File: config.mk
export PLATFORM = sky130hd
export DESIGN_NAME = clb_config_loader
export DESIGN_NICKNAME = d
export VERILOG_FILES = /design/src/rtl/fpga_cfg_pkg.sv /design/src/rtl/cfg_frame_shifter.sv /design/src/rtl/clb_config_loader.sv
export SDC_FILE = /design/constraint.sdc
export NUM_CORES = 1
export LEC_CHECK = 0
export ABC_CLOCK_PERIOD_IN_PS = 1800
export CAP_MARGIN = 20
export CELL_PAD_IN_SITES_DETAIL_PLACEMENT = 1
export CELL_PAD_IN_SITES_GLOBAL_PLACEMENT = 1
export CORE_ASPECT_RATIO = 1.1
export CORE_MARGIN = 4
export CORE_UTILIZATION = 32
export CTS_CLUSTER_SIZE = 8
export DETAILED_ROUTE_END_ITERATION = 7
export DONT_BUFFER_PORTS = 1
export GPL_ROUTABILITY_DRIVEN = 0
export PLACE_DENSITY = 0.6
export RECOVER_POWER = 100
export SLEW_MARGIN = 20
export SYNTH_ARGS = -nofsm -noshare
export SYNTH_HDL_FRONTEND = slang
export SYNTH_SLANG_ARGS = --single-unit
File: constraint.sdc
create_clock -name clk -period 1.8 [get_ports clk]
set_input_delay 0.36 -clock clk [delete_from_list [all_inputs] [get_ports clk]]
set_output_delay 0.36 -clock clk [all_outputs]
set_load 0.005 [all_outputs]
File: src/rtl/fpga_cfg_pkg.sv
// Shared definitions for the CLB configuration path: frame layout,
// flip-flop enable encodings and the loader state type.
package fpga_cfg_pkg;

    // Config frame width and field bounds
    localparam int FRAME_W     = 23;
    localparam int OUT_SEL_MSB = 22;
    localparam int OUT_SEL_LSB = 19;
    localparam int OMUX_BIT    = 18;
    localparam int FFEN_MSB    = 17;
    localparam int FFEN_LSB    = 16;
    localparam int LUT_MSB     = 15;
    localparam int LUT_LSB     = 0;

    // Flip-flop enable source encodings
    localparam logic [1:0] FFEN_LEFT   = 2'b00;
    localparam logic [1:0] FFEN_RIGHT  = 2'b01;
    localparam logic [1:0] FFEN_ALWAYS = 2'b10;
    localparam logic [1:0] FFEN_UP     = 2'b11;

    // Loader control states
    typedef enum logic [2:0] {
        IDLE,
        SHIFT,
        WRITE,
        DONE,
        ERROR
    } loader_state_e;

endpackage

File: src/rtl/cfg_frame_shifter.sv
// Serial-to-parallel frame assembler. Shifts FRAME_W data bits MSB first,
// then consumes one odd-parity bit. frame_complete/parity_ok are valid in
// the same cycle as the parity transfer so the controller can act on it at
// the following edge.
module cfg_frame_shifter #(
    parameter int FRAME_W = fpga_cfg_pkg::FRAME_W
) (
    input  logic               clk,
    input  logic               rst,
    input  logic               i_bit_en,
    input  logic               i_bit,
    output logic [FRAME_W-1:0] o_frame,
    output logic               o_frame_complete,
    output logic               o_parity_ok
);

    localparam int CNT_W = $clog2(FRAME_W + 1);

    logic [FRAME_W-1:0] r_shift;
    logic [CNT_W-1:0]   r_cnt;
    logic               r_parity;
    logic               w_parity_slot;

    assign w_parity_slot = (r_cnt == CNT_W'(FRAME_W));

    // Shift data bits in at the LSB; the parity slot only closes the frame
    always_ff @(posedge clk) begin
        if (rst) begin
            r_shift  <= '0;
            r_cnt    <= '0;
            r_parity <= 1'b0;
        end else if (i_bit_en) begin
            if (w_parity_slot) begin
                // NOTE: non-blocking assignments keep every register update
                // based on the pre-edge values, independent of statement order.
                r_cnt    <= '0;
                r_parity <= 1'b0;
            end else begin
                r_shift  <= {r_shift[FRAME_W-2:0], i_bit};
                r_cnt    <= r_cnt + 1'b1;
                r_parity <= r_parity ^ i_bit;
            end
        end
    end

    assign o_frame          = r_shift;
    assign o_frame_complete = i_bit_en & w_parity_slot;
    // Odd parity over data plus parity bit must come out as 1
    assign o_parity_ok      = r_parity ^ i_bit;

endmodule

File: src/rtl/clb_config_loader.sv
// Configuration loader for the CLB array: receives a serial bitstream,
// checks each frame's parity and writes frames to CLB 0..N_CLB-1 in order
// through a shared bits bus and a one-hot write strobe.
module clb_config_loader #(
    parameter int N_CLB   = 16,
    parameter int FRAME_W = fpga_cfg_pkg::FRAME_W
) (
    input  logic                       clk,
    input  logic                       rst,
    input  logic                       start_i,
    input  logic                       cfg_valid_i,
    input  logic                       cfg_data_i,
    output logic                       cfg_ready_o,
    output logic [FRAME_W-1:0]         bits_o,
    output logic [N_CLB-1:0]           wr_en_o,
    output logic                       busy_o,
    output logic                       done_o,
    output logic                       err_o,
    output logic [$clog2(N_CLB+1)-1:0] frames_ok_o
);

    import fpga_cfg_pkg::*;

    localparam int IDX_W = $clog2(N_CLB);
    localparam int CNT_W = $clog2(N_CLB + 1);
    localparam logic [IDX_W-1:0] LAST_IDX  = IDX_W'(N_CLB - 1);
    localparam logic [N_CLB-1:0] ONE_HOT_0 = N_CLB'(1);

    loader_state_e      r_state;
    logic [IDX_W-1:0]   r_idx;
    logic [N_CLB-1:0]   r_wr_en;
    logic               r_ready;
    logic               r_busy;
    logic               r_done;
    logic               r_err;
    logic [CNT_W-1:0]   r_frames_ok;

    logic               w_bit_en;
    logic               w_frame_complete;
    logic               w_parity_ok;
    logic [FRAME_W-1:0] w_frame;

    // r_ready is high exactly in SHIFT, so this is the transfer qualifier
    assign w_bit_en = cfg_valid_i & r_ready;

    cfg_frame_shifter #(
        .FRAME_W (FRAME_W)
    ) u_shifter (
        .clk              (clk),
        .rst              (rst),
        .i_bit_en         (w_bit_en),
        .i_bit            (cfg_data_i),
        .o_frame          (w_frame),
        .o_frame_complete (w_frame_complete),
        .o_parity_ok      (w_parity_ok)
    );

    // Load sequencing FSM with all status outputs registered
    always_ff @(posedge clk) begin
        if (rst) begin
            r_state     <= IDLE;
            r_idx       <= '0;
            r_wr_en     <= '0;
            r_ready     <= 1'b0;
            r_busy      <= 1'b0;
            r_done      <= 1'b0;
            r_err       <= 1'b0;
            r_frames_ok <= '0;
        end else begin
            // NOTE: the strobe defaults low every cycle, so it can only ever
            // be high for the single cycle spent in WRITE.
            r_wr_en <= '0;
            case (r_state)
                IDLE, DONE, ERROR: begin
                    if (start_i) begin
                        r_state     <= SHIFT;
                        r_idx       <= '0;
                        r_frames_ok <= '0;
                        r_done      <= 1'b0;
                        r_err       <= 1'b0;
                        r_ready     <= 1'b1;
                        r_busy      <= 1'b1;
                    end
                end
                SHIFT: begin
                    if (w_frame_complete) begin
                        r_ready <= 1'b0;
                        if (w_parity_ok) begin
                            r_state     <= WRITE;
                            r_wr_en     <= ONE_HOT_0 << r_idx;
                            r_frames_ok <= r_frames_ok + 1'b1;
                        end else begin
                            r_state <= ERROR;
                            r_err   <= 1'b1;
                            r_busy  <= 1'b0;
                        end
                    end
                end
                WRITE: begin
                    if (r_idx == LAST_IDX) begin
                        r_state <= DONE;
                        r_done  <= 1'b1;
                        r_busy  <= 1'b0;
                    end else begin
                        r_state <= SHIFT;
                        r_idx   <= r_idx + 1'b1;
                        r_ready <= 1'b1;
                    end
                end
                default: begin
                    r_state <= IDLE;
                    r_ready <= 1'b0;
                    r_busy  <= 1'b0;
                end
            endcase
        end
    end

    assign cfg_ready_o = r_ready;
    assign bits_o      = w_frame;
    assign wr_en_o     = r_wr_en;
    assign busy_o      = r_busy;
    assign done_o      = r_done;
    assign err_o       = r_err;
    assign frames_ok_o = r_frames_ok;

endmodule

# --- Word level (Yosys, flattened, before mapping) ---
# Cells that the tools add are included.
op_classes:
  mux: 28
  div_mod_pow: 0
  n_reduce_logical: 13
  n_lt_le_gt_ge: 0
  n_addsub: 3
  multipliers: 0
  bitwise_logic: 7
  n_eq_ne: 12
  shifts: 1
op_table:
  columns: ["cell", "count"]
  rows:
  - ["2-to-1 mux 5 bit", 4]
  - ["left shift 1 x 4 -> 16 bit, first input constant", 1]
  - ["AND reduction 4 bit", 3]
  - ["2-to-1 mux 1 bit", 11]
  - ["adder 5 x 1 -> 5 bit, second input constant", 2]
  - ["one-hot mux 5 bit (2 select lines)", 1]
  - ["2-to-1 mux 3 bit", 3]
  - ["one-hot mux 3 bit (3 select lines)", 1]
  - ["AND reduction 3 bit", 3]
  - ["2-to-1 mux 4 bit", 2]
  - ["inequality test 2 bit, second input constant", 4]
  - ["one-hot mux 4 bit (2 select lines)", 1]
  - ["equality test 3 x 2 -> 1 bit, second input constant", 2]
  - ["one-hot mux 1 bit (3 select lines)", 2]
  - ["equality test 5 bit, second input constant", 1]
  - ["adder 4 x 1 -> 4 bit, second input constant", 1]
  - ["equality test 4 bit, second input constant", 1]
  - ["inequality test 2 x 1 -> 1 bit, second input constant", 2]
  - ["inverter 1 bit", 4]
  - ["one-hot mux 1 bit (2 select lines)", 2]
  - ["AND reduction 2 bit", 2]
  - ["nonzero test 2 bit", 2]
  - ["OR reduction 4 bit", 1]
  - ["equality test 3 x 1 -> 1 bit, second input constant", 1]
  - ["6 further kinds", 7]
word_totals:
  mem_bits_ro: 0
  output_inout_bits: 48
  regBits: 61
  wordCells: 75
  latch_bits: 0
  memories: 0
  ramBits: 0
  inputBits: 5

# --- Logic depth before layout (Yosys ltp) ---
# Gate-level depths: netlist of the first run.
depth:
  ltp_word: 4
  ltp_mapped: 6

# --- Cells and area by module ---
# A second synthesis of the first run with hierarchy kept.
hier_totals:
  hier_cells: 259
  area_unflattened_um2: 2489.9
modules_own_cells:
  columns: ["module", "cells_each", "instances", "area_per_inst_um2"]
  rows:
  - ["clb_config_loader", 149, 1, 1331.3]
  - ["cfg_frame_shifter", 110, 1, 1158.6]

# --- Least setup slack after synthesis of the first run ---
# Ideal clock, no wire load.
synth_path:
  kind: "register to register"
  from: "reg u_shifter.r_cnt[0]"
  to: "reg r_frames_ok[3], in the netlist frames_ok_o[3]"
  stages_incl_launch_ff: 6
  slack_ps: 249
  path_buffers: 0
  synth_period_minus_slack_ps: 1551
  arrival_ps: 1477
  cell_sequence: "dfxtp_1 -> ha_1 -> and4b_1 -> nand3_1 -> or4_1 -> o211ai_2"
synth_via:
  elab_chain_cells: 4
synth_lines:
  columns: ["item", "line_no", "source"]
  rows:
  - ["start: declaration", "cfg_frame_shifter.sv:20", "logic [CNT_W-1:0] r_cnt;"]
  - ["start signal: assignment", "cfg_frame_shifter.sv:40", "r_cnt <= r_cnt + 1'b1;"]
  - ["equality test 5 bit", "cfg_frame_shifter.sv:24", "assign w_parity_slot = (r_cnt == CNT_W'(FRAME_W));"]
  - ["AND 1 bit", "cfg_frame_shifter.sv:47", "assign o_frame_complete = i_bit_en & w_parity_slot;"]
  - ["inequality test 2 x 1 -> 1 bit (no line)", null, null]
  - ["AND reduction 4 bit (no line)", null, null]
  - ["end signal: assignment", "clb_config_loader.sv:91", "r_frames_ok <= r_frames_ok + 1'b1;"]
  - ["end: declaration", "clb_config_loader.sv:36", "logic [CNT_W-1:0] r_frames_ok;"]
# No other way between the ends.
# A chain may end at the register's enable or synchronous reset.

# --- Worst setup path in the final report of the first run ---
layout_path:
  from: "reg u_shifter.r_cnt[0]"
  to: "reg r_wr_en[12], in the netlist wr_en_o[12]"
layout_via:
  elab_chain_cells: 4
layout_lines:
  columns: ["item", "line_no", "source"]
  rows:
  - ["equality test 5 bit", "cfg_frame_shifter.sv:24", null]
  - ["AND 1 bit", "cfg_frame_shifter.sv:47", null]
  - ["inverter 1 bit (no line)", null, null]
  - ["OR reduction 4 bit (no line)", null, null]
  - ["end signal: assignment", "clb_config_loader.sv:90", "r_wr_en <= ONE_HOT_0 << r_idx;"]
  - ["end: declaration", "clb_config_loader.sv:31", "logic [N_CLB-1:0] r_wr_en;"]
# No other way between the ends.

==> impl_results.html, run 1 <==
<table>
<tr><th>Metric</th><th>Value</th></tr>
<tr><th colspan="2">Status</th></tr>
<tr><td>Result of the run</td><td>complete, no violations</td></tr>
<tr><th colspan="2">Clock tree</th></tr>
<tr><td>Clock slew at reported path FFs</td><td>0.08 ns</td></tr>
<tr><td>Number of clock buffers inserted by TritonCTS</td><td>9</td></tr>
<tr><td>Hold buffer count at cts</td><td>0</td></tr>
<tr><td>TritonCTS clock tree</td><td>yes</td></tr>
<tr><td>Clock insertion delay at the later pin of the skew report</td><td>0.34 ns</td></tr>
<tr><td>Clk root buf</td><td>sky130_fd_sc_hd__clkbuf_8</td></tr>
<tr><td>Worst-case clock buffer depth</td><td>2</td></tr>
<tr><td>Sinks on the clock net</td><td>61</td></tr>
<tr><td>H-tree Lvls</td><td>3</td></tr>
<tr><th colspan="2">Final layout</th></tr>
<tr><td>Area growth from synthesis to layout</td><td>13.2%</td></tr>
<tr><td>Footprint of the multi-input gates</td><td>0.00119 mm²</td></tr>
<tr><td>Final net count</td><td>303</td></tr>
<tr><td>Final cell count without fillers</td><td>400</td></tr>
<tr><td>Storage cell area</td><td>0.00122 mm²</td></tr>
<tr><td>Final-layout fill cell count</td><td>926</td></tr>
<tr><td>Ratio of cells with drive above 1 in the final layout</td><td>13.6%</td></tr>
<tr><td>Number of diodes added for antenna fixing</td><td>0</td></tr>
<tr><th colspan="2">Drt</th></tr>
<tr><td>Wire length after detailed routing</td><td>5.96 mm</td></tr>
<tr><td>Number of nets with antenna violations after routing</td><td>0</td></tr>
<tr><td>Remaining design rule violation count</td><td>0</td></tr>
<tr><td>Number of optimization iterations in the first detailed-route pass</td><td>4</td></tr>
<tr><td>Total via count in the routed design</td><td>1,962</td></tr>
<tr><td>Vias per inst</td><td>4.91</td></tr>
<tr><td>Post-detailed-route wirelength per cell</td><td>14.9 µm</td></tr>
<tr><td>Number of design-rule violations left by the first detailed-router iteration</td><td>44</td></tr>
<tr><th colspan="2">Floorplanning</th></tr>
<tr><td>Chip height</td><td>101 µm</td></tr>
<tr><td>Floorplan core area</td><td>0.00751 mm²</td></tr>
<tr><td>Die boundary width</td><td>92.2 µm</td></tr>
<tr><td>Number of placement rows</td><td>33</td></tr>
<tr><td>Initial cell density of the core</td><td>33.2%</td></tr>
<tr><td>Die area</td><td>0.00927 mm²</td></tr>
<tr><td>I/O pin count</td><td>53</td></tr>
<tr><th colspan="2">Setup path</th></tr>
<tr><td>Required time worst endpoint</td><td>2.07 ns</td></tr>
<tr><td>CP Launch Point</td><td>u_shifter.r_cnt[0]</td></tr>
<tr><td>Class of the most critical setup path</td><td>flip-flop to flip-flop</td></tr>
<tr><td>Crit-path max FO</td><td>8</td></tr>
<tr><td>Startpoint of the worst-slack reg-to-reg timing path</td><td>u_shifter.r_cnt[0]</td></tr>
<tr><td>CP endpoint kind</td><td>flip-flop</td></tr>
<tr><td>Worst endpoint data arrival time</td><td>1.93 ns</td></tr>
<tr><td>Kind of launch point of the worst setup path</td><td>flip-flop</td></tr>
<tr><th colspan="2">Place</th></tr>
<tr><td>Quantity of I/O buffers inserted on ports</td><td>0</td></tr>
<tr><td>Number of instances in the placed design</td><td>384</td></tr>
<tr><td>Detailed Place HPWL</td><td>4.26 mm</td></tr>
<tr><th colspan="2">Timing</th></tr>
<tr><td>Share of the clock period used by the worst path</td><td>92.2%</td></tr>
<tr><td>Fin Clk Skew</td><td>0.0148 ns</td></tr>
<tr><td>Upper clock frequency limit</td><td>602 MHz</td></tr>
<tr><td>Number of pins with negative max-slew slack in the final report</td><td>0</td></tr>
<tr><td>Slew of the pin with the lowest slew margin</td><td>0.391 ns</td></tr>
<tr><td>Final hold violation count</td><td>0</td></tr>
<tr><td>Setup repair after global routing missed its margin</td><td>no</td></tr>
<tr><td>Worst-case headroom to the max-slew limit</td><td>73.8%</td></tr>
<tr><td>Final setup viols</td><td>0</td></tr>
<tr><td>Minimum clock period</td><td>1.66 ns</td></tr>
<tr><td>Final sum of negative setup slack</td><td>0 ns</td></tr>
<tr><th colspan="2">Synthesis</th></tr>
<tr><td>Post-Syn Nets</td><td>293</td></tr>
<tr><td>Synth Area in Adders</td><td>4.01%</td></tr>
<tr><td>Most area-consuming cells after synthesis</td><td>sky130_fd_sc_hd__dfxtp_1, sky130_fd_sc_hd__nand2_1, sky130_fd_sc_hd__a21oi_1</td></tr>
<tr><td>Synthesized instance count</td><td>280</td></tr>
<tr><td>Leading area contributor after synthesis</td><td>sky130_fd_sc_hd__dfxtp_1</td></tr>
<tr><td>Average instance area after synthesis</td><td>8.91 µm²</td></tr>
<tr><td>Synth Warn #</td><td>0</td></tr>
<tr><td>Dominant register cell in the synthesized netlist</td><td>sky130_fd_sc_hd__dfxtp_1</td></tr>
<tr><td>Area fraction of the dominant cell type after synthesis</td><td>49.0%</td></tr>
<tr><td>Number of library cell types mapped by synthesis</td><td>51</td></tr>
<tr><td>Synthesized flop and latch total</td><td>61</td></tr>
<tr><td>Simple-gate share of the synthesized area</td><td>26.3%</td></tr>
<tr><td>Multiplexer share of the synthesized area</td><td>0.401%</td></tr>
<tr><td>Share of the yosys chip area belonging to registers</td><td>49.0%</td></tr>
<tr><td>Compound-Gate Fraction of Synth Area</td><td>14.4%</td></tr>
<tr><td>Netlist area before placement</td><td>0.00249 mm²</td></tr>
<tr><td>Number of synthesized flops with an enable pin</td><td>0</td></tr>
<tr><td>Synthesized-area fraction occupied by xor and xnor cells</td><td>2.46%</td></tr>
<tr><td>Proportion of synthesized flip-flops having asynchronous set or reset</td><td>0%</td></tr>
<tr><td>Main combinational cell family by area after synthesis</td><td>simple AND/OR/NAND/NOR gates</td></tr>
<tr><th colspan="2">Power and ir drop</th></tr>
<tr><td>Largest voltage drop on the vdd net</td><td>350 µV</td></tr>
<tr><td>PwrDens</td><td>940 mW/mm²</td></tr>
<tr><td>LEAKAGE</td><td>1.04 nW</td></tr>
<tr><th colspan="2">Job</th></tr>
<tr><td>Count of max-cap constraint violations</td><td>0</td></tr>
<tr><th colspan="2">Hold path</th></tr>
<tr><td>Startpoint of the worst hold path</td><td>rst</td></tr>
<tr><td>Hold Path Class</td><td>primary input to flip-flop</td></tr>
<tr><th colspan="2">GRT</th></tr>
<tr><td>Via count of the first global-routing pass</td><td>2,048</td></tr>
<tr><td>Global router's overall resource usage</td><td>14.2%</td></tr>
<tr><td>Total congestion overflow after global routing</td><td>0</td></tr>
<tr><td>Initial antenna violation count</td><td>0</td></tr>
<tr><td>Pin count of the biggest net entering global routing</td><td>44</td></tr>
<tr><td>Wire length of the first global-routing pass</td><td>10.3 mm</td></tr>
</table>
## logic make-up after synthesis
logic type,Yosys count
simple gates,127
flops,61
compound gates,57
buf+inv,19
fa+ha+maj,8
xor+xnor,7
mux,1
## cells in the mapped netlist (all sizes together), types with 3 or more instances
master	instances
xor2	3
nand2	55
o21ai	3
nand2b	7
ha	8
a21o	3
nor2	14
and2	9
dfxtp	61
xnor2	4
buf	7
inv	6
nand3	7
clkbuf	6
nor3	6
a21oi	29
a31oi	7
and3	11
## cell type report
class,count,share of cell area [%]
inverter,6,0.798
multi-input combinational,200,42.1
sequential,61,43.2
clock buffer,12,5.49
tap,105,4.65
clock inverter,4,0.798
timing repair buffer,12,2.92
## per-layer routing
metal | vias up | wire [µm] | track usage, %
met5 | - | 0 | 0
met2 | 43 | 2890 | 23.5
met1 | 928 | 2530 | 16.1
met4 | 0 | 87 | 5.49
met3 | 9 | 457 | 6.20
li1 | 982 | - | -
## sequential cells by signal (all words and copies together), names as in the netlist
signal	flops
busy_o	1
cfg_ready_o	1
done_o	1
err_o	1
frames_ok_o	5
r_idx	4
r_state	3
u_shifter.o_frame	23
u_shifter.r_cnt	5
u_shifter.r_parity	1
wr_en_o	16
## critical path: stages, from the launching register on
cell and delay [ns]:
sky130_fd_sc_hd__dfxtp_1 0.37, sky130_fd_sc_hd__ha_1 0.22, sky130_fd_sc_hd__nand4b_1 0.13, sky130_fd_sc_hd__buf_4 0.19, sky130_fd_sc_hd__nor3_2 0.16, sky130_fd_sc_hd__and3_1 0.34
sky130_fd_sc_hd__and3_1 0.20
## per-stage QoR
stage / cell area (µm²) / utilization (%) / power (mW) / setup WS, ns / hold WS, ns
after floorplan: 2490 / - / 1.57 / 0.249 / 0.453
after global placement: 2680 / 35.6 / 1.61 / 0.153 / 0.438
after detailed placement: 2680 / 35.6 / 1.61 / 0.0832 / 0.439
after CTS: 2850 / 38.0 / 2.71 / 0.0689 / 0.0667
after global routing: 2820 / 37.6 / 2.79 / 0.0187 / 0.0698
final: 2820 / 37.6 / 2.65 / 0.140 / 0.101
## placed cells by master (no fill, tap or decap), types with 3 or more instances in the layout
cell                       count
sky130_fd_sc_hd__a21oi_1      29
sky130_fd_sc_hd__a31oi_1       7
sky130_fd_sc_hd__and2_0        3
sky130_fd_sc_hd__and2_1        6
sky130_fd_sc_hd__and3_1       11
sky130_fd_sc_hd__buf_4         8
sky130_fd_sc_hd__clkbuf_1      3
sky130_fd_sc_hd__clkbuf_8     11
sky130_fd_sc_hd__clkinv_2      3
sky130_fd_sc_hd__dfxtp_1      61
sky130_fd_sc_hd__ha_1          8
sky130_fd_sc_hd__inv_1         6
sky130_fd_sc_hd__nand2_1      55
sky130_fd_sc_hd__nand2b_1      6
sky130_fd_sc_hd__nand3_1       6
sky130_fd_sc_hd__nor2_1       13
sky130_fd_sc_hd__nor3_1        4
sky130_fd_sc_hd__xnor2_1       4
sky130_fd_sc_hd__xor2_1        3
## report_power, final
group	switching [mW]	total, mW	leakage (nW)	internal, mW
registers	0.0228	1.39	0.493	1.37
logic	0.108	0.174	0.450	0.0659
clock network	0.521	1.09	0.0921	0.568
total	0.652	2.65	1.04	2.00
## final timing paths
| kind | to | slack (ns) | depth (start not counted) |
|---|---|---|---|
| hold / removal | r_state[2] | 0.10 | 1 |
| hold reg to reg | u_shifter.r_cnt[1] | 0.49 | 2 |
| setup / recovery | wr_en_o[12] | 0.14 | 6 |
| setup reg to reg | wr_en_o[12] | 0.14 | 6 |
## what timing repair did
item                                    CTS  global route
resized for setup                         0             2
buffers inserted                          0             0
endpoints found under the setup margin    0             5
Power figures use the tool's default switching activity.
==> run 2: changes to the inputs <==
--- a/config.mk
+++ b/config.mk
@@ -16,9 +16,10 @@
 export DETAILED_ROUTE_END_ITERATION = 7
 export DONT_BUFFER_PORTS = 1
 export GPL_ROUTABILITY_DRIVEN = 0
+export HOLD_SLACK_MARGIN = 0.05
 export PLACE_DENSITY = 0.6
 export RECOVER_POWER = 100
-export SLEW_MARGIN = 20
+export SLEW_MARGIN = 0
 export SYNTH_ARGS = -nofsm -noshare
 export SYNTH_HDL_FRONTEND = slang
 export SYNTH_SLANG_ARGS = --single-unit
==> results of run 2 <==
No change in the layout: final DEF, timing and power equal those of run 1.
